### src/rtl/pixel_stream_pkg.sv
// Shared types and default sizing for the pixel stream source.
// Contents: state encoding, default pixel/frame/coordinate widths,
// and the frame-marker payload carried alongside each pixel.
package pixel_stream_pkg;

  localparam int unsigned PIXEL_W_DEFAULT = 24;
  localparam int unsigned FRAME_W_DEFAULT = 640;
  localparam int unsigned FRAME_H_DEFAULT = 480;
  localparam int unsigned XY_W_DEFAULT    = 16;

  typedef enum logic [1:0] {
    IDLE   = 2'd0,
    CLEAR  = 2'd1,
    STREAM = 2'd2,
    FLUSH  = 2'd3
  } state_e;

  typedef struct packed {
    logic sof;
    logic eol;
    logic eof;
  } frame_marker_t;

endpackage

### src/rtl/pixel_xy_counter.sv
// Raster position counter for one frame.
// Ports:
//   clk, resetn     - clock, async active-low reset
//   clear           - synchronous return to (0,0)
//   inc             - advance one pixel in raster order
//   x, y            - current column / row
//   last_x          - current column is the last of the line
//   last_frame      - current position is the last pixel of the frame
module pixel_xy_counter
  import pixel_stream_pkg::*;
#(
  parameter int unsigned FRAME_W = FRAME_W_DEFAULT,
  parameter int unsigned FRAME_H = FRAME_H_DEFAULT,
  parameter int unsigned XY_W    = XY_W_DEFAULT
) (
  input  logic            clk,
  input  logic            resetn,
  input  logic            clear,
  input  logic            inc,
  output logic [XY_W-1:0] x,
  output logic [XY_W-1:0] y,
  output logic            last_x,
  output logic            last_frame
);

  logic [XY_W-1:0] x_q, x_d;
  logic [XY_W-1:0] y_q, y_d;

  assign x          = x_q;
  assign y          = y_q;
  assign last_x     = (x_q == XY_W'(FRAME_W - 1));
  assign last_frame = last_x && (y_q == XY_W'(FRAME_H - 1));

  // Raster advance: x wraps at end of line, y wraps at end of frame.
  always_comb begin
    x_d = x_q;
    y_d = y_q;
    if (clear) begin
      x_d = '0;
      y_d = '0;
    end else if (inc) begin
      if (last_x) begin
        x_d = '0;
        y_d = last_frame ? '0 : y_q + XY_W'(1);
      end else begin
        x_d = x_q + XY_W'(1);
      end
    end
  end

  always_ff @(posedge clk or negedge resetn) begin
    if (!resetn) begin
      x_q <= '0;
      y_q <= '0;
    end else begin
      x_q <= x_d;
      y_q <= y_d;
    end
  end

endmodule

### src/rtl/pixel_stream_tx.sv
// Pixel stream source feeding the darkest-pixel filter.
// On start: clears the filter for one cycle, pulls exactly one frame from an
// upstream ready/valid source, re-presents each pixel one cycle later with
// its coordinates and frame markers, then pulses done.
// Ports:
//   clk, resetn              - clock, async active-low reset
//   start                    - frame request (ignored while busy)
//   busy, done               - frame in progress / end-of-frame pulse
//   s_pixel, s_valid, s_ready- upstream ready/valid pixel source
//   pixel_out, valid_out     - pixel to the filter and its qualifier
//   filter_resetn            - active-low filter clear
//   x_out, y_out             - coordinates of pixel_out
//   sof, eol, eof            - frame markers qualified by valid_out
// Optional (PIXEL_STREAM_TX_ABORT_EN): abort input, aborted output.
module pixel_stream_tx
  import pixel_stream_pkg::*;
#(
  parameter int unsigned PIXEL_W = PIXEL_W_DEFAULT,
  parameter int unsigned FRAME_W = FRAME_W_DEFAULT,
  parameter int unsigned FRAME_H = FRAME_H_DEFAULT,
  parameter int unsigned XY_W    = XY_W_DEFAULT
) (
  input  logic               clk,
  input  logic               resetn,
  input  logic               start,
  output logic               busy,
  output logic               done,
  input  logic [PIXEL_W-1:0] s_pixel,
  input  logic               s_valid,
  output logic               s_ready,
  output logic [PIXEL_W-1:0] pixel_out,
  output logic               valid_out,
  output logic               filter_resetn,
  output logic [XY_W-1:0]    x_out,
  output logic [XY_W-1:0]    y_out,
  output logic               sof,
  output logic               eol,
  output logic               eof
`ifdef PIXEL_STREAM_TX_ABORT_EN
  ,
  input  logic               abort,
  output logic               aborted
`endif
);

  state_e state_q, state_d;

  logic               busy_q, busy_d;
  logic               done_q, done_d;
  logic               s_ready_q, s_ready_d;
  logic               filter_resetn_q, filter_resetn_d;
  logic               valid_out_q, valid_out_d;
  logic [PIXEL_W-1:0] pixel_out_q, pixel_out_d;
  logic [XY_W-1:0]    x_out_q, x_out_d;
  logic [XY_W-1:0]    y_out_q, y_out_d;
  frame_marker_t      marker_q, marker_d;

  logic               abort_req;
  logic               xfer;
  logic [XY_W-1:0]    cnt_x, cnt_y;
  logic               cnt_last_x, cnt_last_frame;

`ifdef PIXEL_STREAM_TX_ABORT_EN
  logic aborted_q, aborted_d;

  assign abort_req = abort && (state_q != IDLE);
  // Abort wins over a same-cycle handshake, so ready is withdrawn at once.
  assign s_ready   = s_ready_q && !abort;
  assign aborted_d = abort_req;
  assign aborted   = aborted_q;

  always_ff @(posedge clk or negedge resetn) begin
    if (!resetn) aborted_q <= 1'b0;
    else         aborted_q <= aborted_d;
  end
`else
  assign abort_req = 1'b0;
  assign s_ready   = s_ready_q;
`endif

  // Upstream handshake; ready is only ever registered high in STREAM.
  assign xfer = (state_q == STREAM) && s_valid && s_ready_q && !abort_req;

  pixel_xy_counter #(
    .FRAME_W (FRAME_W),
    .FRAME_H (FRAME_H),
    .XY_W    (XY_W)
  ) u_xy (
    .clk        (clk),
    .resetn     (resetn),
    .clear      (state_q == CLEAR),
    .inc        (xfer),
    .x          (cnt_x),
    .y          (cnt_y),
    .last_x     (cnt_last_x),
    .last_frame (cnt_last_frame)
  );

  // State register.
  always_ff @(posedge clk or negedge resetn) begin
    if (!resetn) state_q <= IDLE;
    else         state_q <= state_d;
  end

  // Next-state logic.
  always_comb begin
    state_d = state_q;
    unique case (state_q)
      IDLE:    if (start) state_d = CLEAR;
      CLEAR:   state_d = STREAM;
      STREAM:  if (xfer && cnt_last_frame) state_d = FLUSH;
      FLUSH:   state_d = IDLE;
      default: state_d = IDLE;
    endcase
    if (abort_req) state_d = IDLE;
  end

  // Output logic: values for the cycle after this edge, decoded from state_d.
  always_comb begin
    busy_d          = (state_d != IDLE);
    done_d          = (state_q != IDLE) && (state_d == IDLE);
    s_ready_d       = (state_d == STREAM);
    filter_resetn_d = (state_d != CLEAR);
    valid_out_d     = xfer;
    pixel_out_d     = pixel_out_q;
    x_out_d         = x_out_q;
    y_out_d         = y_out_q;
    marker_d        = '0;
    if (xfer) begin
      pixel_out_d  = s_pixel;
      x_out_d      = cnt_x;
      y_out_d      = cnt_y;
      marker_d.sof = (cnt_x == '0) && (cnt_y == '0);
      marker_d.eol = cnt_last_x;
      marker_d.eof = cnt_last_frame;
    end
  end

  // Output registers; filter held in clear while the system is in reset.
  always_ff @(posedge clk or negedge resetn) begin
    if (!resetn) begin
      busy_q          <= 1'b0;
      done_q          <= 1'b0;
      s_ready_q       <= 1'b0;
      filter_resetn_q <= 1'b0;
      valid_out_q     <= 1'b0;
      pixel_out_q     <= '0;
      x_out_q         <= '0;
      y_out_q         <= '0;
      marker_q        <= '0;
    end else begin
      busy_q          <= busy_d;
      done_q          <= done_d;
      s_ready_q       <= s_ready_d;
      filter_resetn_q <= filter_resetn_d;
      valid_out_q     <= valid_out_d;
      pixel_out_q     <= pixel_out_d;
      x_out_q         <= x_out_d;
      y_out_q         <= y_out_d;
      marker_q        <= marker_d;
    end
  end

  assign busy          = busy_q;
  assign done          = done_q;
  assign filter_resetn = filter_resetn_q;
  assign valid_out     = valid_out_q;
  assign pixel_out     = pixel_out_q;
  assign x_out         = x_out_q;
  assign y_out         = y_out_q;
  assign sof           = marker_q.sof;
  assign eol           = marker_q.eol;
  assign eof           = marker_q.eof;

endmodule
### config.mk
export PLATFORM = sky130hd
export DESIGN_NAME = pixel_stream_tx
export DESIGN_NICKNAME = d
export VERILOG_FILES = /design/src/rtl/pixel_stream_pkg.sv /design/src/rtl/pixel_xy_counter.sv /design/src/rtl/pixel_stream_tx.sv
export SDC_FILE = /design/constraint.sdc
export NUM_CORES = 1
export LEC_CHECK = 0
export CORE_ASPECT_RATIO = 1.75
export CORE_MARGIN = 1.5
export CORE_UTILIZATION = 35
export DETAILED_ROUTE_END_ITERATION = 7
export SYNTH_ARGS = -nofsm -noshare
export SYNTH_HDL_FRONTEND = slang
export SYNTH_SLANG_ARGS = --single-unit
### constraint.sdc
create_clock -name clk -period 2 [get_ports clk]
set_input_delay 0.4 -clock clk [delete_from_list [all_inputs] [get_ports clk]]
set_output_delay 0.4 -clock clk [all_outputs]
set_load 0.005 [all_outputs]
==> results of run 1 <==
-- cell usage in the layout, fill, tap and decap left out, types with 9 or more instances in the layout --
cell | Yosys | routed
a21oi_1 | 12 | 12
dfrtp_1 | 98 | 97
nand3_1 | 12 | 11
clkbuf_16 | 0 | 9
inv_1 | 14 | 13
nand2_1 | 172 | 172
buf_4 | 0 | 62
o21ai_0 | 20 | 20
nand4_1 | 12 | 12
nor2_1 | 25 | 25
clkdlybuf4s50_1 | 0 | 90
-- power groups by stage --
stage | combinational, mW | sequential (mW) | clock (mW)
after floorplan | 0.664 | 2.56 | 0
after global placement | 1.75 | 2.53 | 0
after detailed placement | 1.78 | 2.54 | 0
after CTS | 1.79 | 2.51 | 1.77
after global routing | 1.96 | 2.55 | 1.85
final | 1.77 | 2.50 | 1.74
-- cell type report --
type | instances | area (sq um)
fillers | 1188 | 5890
repair buffers | 155 | 1410
clock inverters | 4 | 51.3
inverters | 14 | 52.6
clock buffers | 12 | 246
well taps | 165 | 206
flip-flops and latches | 98 | 2450
multi-input cells | 339 | 1760
-- worst max-delay path, cell delays in order (launching register included) --
cell and delay [ns]:
dfrtp_1 0.44, or4_1 0.52, or4_1 0.48, nor4_1 0.37
-- per-layer routing --
| layer | GRT usage [%] | part of all wire, % | up-vias |
|---|---|---|---|
| met5 | 0 | 0 | - |
| met4 | 8.25 | 3.2 | 0 |
| li1 | - | - | 1868 |
| met1 | 22.4 | 40 | 1867 |
| met2 | 34.7 | 55 | 75 |
| met3 | 2.36 | 2.5 | 21 |
-- what timing repair did --
action                     4_1_cts  5_1_grt
gates resized for setup          1        6
pin swaps                        0        3
cloned                           0        0
setup endpoints to repair        3       12
setup buffers                    0        1
hold buffers                     1        0
hold endpoints to repair        14        0
-- final timing paths --
check	slack (ns)	cells after the start	endpoint
worst max-delay path	0.05	3	sof
worst min-delay path	0.46	2	filter_resetn
worst max register to register	0.05	3	sof
worst min register to register	0.47	2	x_out[10]
max in group asynchronous	0.91	3	pixel_out[17]
min in group clk	0.47	2	x_out[10]
-- registers in the layout, summed over array words and instances (netlist names) --
signal and count:
x_out 16, filter_resetn 1, busy 1, valid_out 1, u_xy.y 16, u_xy.x 16
y_out 16, done 1, pixel_out 24, s_ready 1, eof 1, sof 1
eol 1, state_q 2
-- cell families after synthesis --
logic type,share of synthesized area [%]
multiplexers,0.231
AO/OA/AOI/OAI,6.58
AND/OR/NAND/NOR,28.0
XOR/XNOR,2.63
buffers and inverters,3.66
flip-flops,56.5
adder cells (fa/ha/maj),2.31
-- metrics by stage --
stage,hold WS (ns),util (%),area [sq um],TNS [ns],std cells
finish,0.458,51.2,6170,0,787
global placement,0.273,48.3,5830,-0.0867,769
CTS,0.454,50.9,6140,0,786
detailed placement,0.276,48.3,5830,-0.196,769
floorplan,0.104,-,4340,0,476
global route,0.492,51.2,6170,0,787
==> impl_metrics.tcl, run 1 <==
set metrics [dict create \
    total_power_mw 6.01 \
    synthToLayoutAreaGrowth_pct 42.4 \
    antenna_found_initial 0 \
    r2r_start "u_xy.x[6]" \
    drv_slew 0 \
    yosysMostFrequentCell "nand2_1" \
    drt_first_pass_iters 4 \
    grt_max_degree 57 \
    fin_crit_sh_pct 97.6 \
    cap_violations 0 \
    core_area_sq_um 12100 \
    die_h_um 150 \
    hold_class "in2async" \
    grtUsageTotal_pct 19.2 \
    drt_iter0_markers 191 \
    ys.flop_type "dfrtp_1" \
    routedWlPerCell_um 15.1 \
    setup_ws_ns 0.0489 \
    cts_tree "yes" \
    worstPathArrival_ns 2.15 \
    grt_pass1_wl_um 19500 \
    cts_buffer_depth 2 \
    sw_frac_of_total_pct 29.0 \
    die_area_sq_um 13100 \
    worstMarginPinSlew_ns 0.534 \
    cts-root-buf "clkbuf_16" \
    setup.worst_path.start "u_xy.x[6]" \
    finClkSkew_ns 0.00599 \
    p_int_mw 4.26 \
    final.min_clock_period_ns 1.95 \
    ys_top_cells_by_area "dfrtp_1 (57%), nand2_1 (15%), ha_1 (2.3%), o21ai_0 (2.3%), nor2_1 (2.2%)" \
    synthArstFlopShare_pct 100 \
    io_pins 92 \
    start_util_pct 35.9 \
    seq_power_share_pct 41.6 \
    cp-start-kind "flip-flop" \
    endpoint_kind "flip-flop" \
    syn_area_sq_um 4340 \
    cellPowerDensity_nw_per_um2 973 \
    cts-buffers-inserted 9 \
    finalHoldViolCount 0 \
    path_clk_slew_ns 0.07 \
    dp_hpwl_um 8810 \
    slew-limit-headroom_pct 64.4 \
    status "complete, no violations" \
    synth.top_cell.area_share_pct 56.5 \
    setup_viol 0 \
    diodes 0 \
    ir_drop_v 0.000446 \
    leakagePower_nw 2.95 \
    synth_area_per_cell_sq_um 9.11 \
    synthTopCellsByCount "nand2_1 (172), dfrtp_1 (98), nor2_1 (25), o21ai_0 (20), clkbuf_1 (18)" \
    switching_power_mw 1.75 \
    power_frac_clock_pct 29.0 \
    die_w_um 87.1 \
    drive_gt1_share_pct 14.8 \
    synthDistinctLibCells 43 \
    syn_inst 476 \
    rsz0062_at_grt "no" \
    wl_um 11900 \
    dr_total_vias 3831 \
    seq_area_frac_synth_pct 56.5 \
    nets 653 \
    synth_edf_count 0 \
    grt_pass1_vias 3909 \
    syn_nets 512 \
    grt_overflow 0 \
    fmax_mhz 513 \
    cts_max_level 3 \
    gp_congestion 0.881 \
    remaining_drc_errors 0 \
    viasPerCell 4.87 \
    rows 53 \
    synth_area_leader_cell "dfrtp_1" \
    ant_nets 0 \
    crit_required_ns 2.20 \
    clkLatencyLatePin_ns 0.34 \
    port_buffers 91 \
    clock-sinks 98 \
    synth_seq_cells 98 \
    dpl_worst_slack_ns -0.0534 \
    pwr-share-comb_pct 29.4 \
    critical_path_class "reg2reg" \
    path_max_fanout 5 \
    yosys_warnings 0 \
]
Note: power is estimated with default switching activity, not from simulation.
==> inputs of run 2 (changes only) <==
HOLD_SLACK_MARGIN = 0.06   (was not set)
RECOVER_POWER = 50   (was not set)
==> run 2 against run 1 <==
  * Global-route usage unchanged
  * First-iteration DRC count fell by 1.0%
  * Sequential power about the same
  * Non-clock buffer count did not move
  * Sequential cell count stayed put
  * Clock skew about the same
  * Critical path type unchanged
  * Largest cell class unchanged
  * Largest power group unchanged
==> impl_metrics.tcl, run 2 (same netlist as run 1, synthesis figures left out) <==
set metrics [dict create \
    status "complete, no violations" \
    mostFrequentLayoutCells "nand2_1 (172), dfrtp_1 (97), clkdlybuf4s50_1 (74)" \
    ant_nets 0 \
    worstMarginPinSlew_ns 0.850 \
    dp_cells 769 \
    fin_crit_sh_pct 97.6 \
    rows 53 \
    leakagePower_nw 2.98 \
    antenna_found_initial 0 \
    die_area_sq_um 13100 \
    path_clk_slew_ns 0.07 \
    worstPathArrival_ns 2.15 \
    nets 653 \
    highest_layer "met4" \
    wl_um 11900 \
    grtUsageTotal_pct 19.2 \
    crit_required_ns 2.20 \
    fin_tns_setup_ns 0 \
    ir_drop_v 0.000446 \
    drv_slew 0 \
    clkLatencyLatePin_ns 0.34 \
    viasPerCell 4.88 \
    cts_tree "yes" \
    die_h_um 150 \
    gp_congestion 0.881 \
    synthToLayoutAreaGrowth_pct 42.1 \
    critical_path_class "reg2reg" \
    placed_area_sq_um 5830 \
    remaining_drc_errors 0 \
    grt_overflow 0 \
    wl_met1_um 4710 \
    drt_iter0_markers 189 \
    cap_violations 0 \
    rsz0062_at_grt "no" \
    final.min_clock_period_ns 1.95 \
    path_max_fanout 5 \
    routedWlPerCell_um 15.1 \
    met2_length_um 6520 \
    cp-start-kind "flip-flop" \
    fmax_mhz 512 \
    finalHoldViolCount 0 \
    fin_cells 787 \
    setup_viol 0 \
    slew-limit-headroom_pct 43.3 \
    finClkSkew_ns 0.00599 \
    layout_commonest_cell "nand2_1" \
    core_area_sq_um 12100 \
    dp_hpwl_um 8810 \
    grt_max_degree 57 \
    start_util_pct 35.9 \
    drive_gt1_share_pct 14.6 \
    io_pins 92 \
    cts-root-buf "clkbuf_16" \
    largest_reg_flops 24 \
    port_buffers 91 \
    cts_max_level 3 \
    hold_class "reg2reg" \
    clock-sinks 98 \
    dr_total_vias 3841 \
    cellPowerDensity_nw_per_um2 970 \
    endpoint_kind "flip-flop" \
    grt_pass1_wl_um 19500 \
    die_w_um 87.1 \
    cts_buffer_depth 2 \
    cts-buffers-inserted 9 \
    diodes 0 \
    final_area_sq_um 6160 \
    drt_first_pass_iters 7 \
    wl_met3_um 324 \
    grt_pass1_vias 3909 \
]
run 2: per-stage QoR:
step / utilization (%) / power [mW] / hold slack, ns / worst slack [ns]
finish: 51.1 / 5.98 / 0.468 / 0.0484
global route: 51.1 / 6.32 / 0.492 / 0.000155
CTS: 50.9 / 6.07 / 0.454 / 0.0390
detailed placement: 48.3 / 4.32 / 0.276 / -0.0534
global placement: 48.3 / 4.27 / 0.273 / -0.0372
floorplan: - / 3.22 / 0.104 / 0.0398
run 2: worst max-delay path: stages, from the launching register on:
cell and delay (ns):
dfrtp_1 0.44, or4_1 0.52, or4_1 0.48, nor4_1 0.37
run 2: timing repair:
| item | in CTS | in global routing |
|---|---|---|
| gates cloned | 0 | 0 |
| hold buffers | 1 | 0 |
| hold endpoints to repair | 14 | 0 |
| pin swaps | 0 | 3 |
| buffers inserted | 0 | 1 |
| endpoints found under the setup margin | 3 | 12 |
| resized for setup | 1 | 6 |
run 2: final timing paths:
check | slack (ns) | cells past startpoint | startpoint | endpoint
max | 0.05 | 3 | u_xy.x[6] | sof
min | 0.47 | 2 | y_out[12] | y_out[12]
max reg2reg | 0.05 | 3 | u_xy.x[6] | sof
min reg2reg | 0.47 | 2 | y_out[12] | y_out[12]
max in group asynchronous | 0.33 | 3 | resetn | u_xy.x[4]
min in group asynchronous | 0.68 | 2 | resetn | filter_resetn
run 2: metal layers:
layer	up-vias	global-route usage [%]
met5	-	0
li1	1870	-
met1	1876	22.4
met2	76	34.7
met3	19	2.36
met4	0	8.25
run 2: area by class of cell:
class                   count  area, sq um
clock buffers              12          246
clock inverters             4         51.3
repair buffers            155         1400
fillers                  1193         5910
inverters                  14         52.6
multi-input cells         339         1760
well taps                 165          206
flip-flops and latches     98         2450
run 2: power by group:
part / total (mW) / leakage [nW] / switching [mW] / internal, mW
logic: 1.74 / 1.52 / 0.832 / 0.908
registers: 2.50 / 1.32 / 0.175 / 2.32
clock network: 1.74 / 0.143 / 0.736 / 1.01
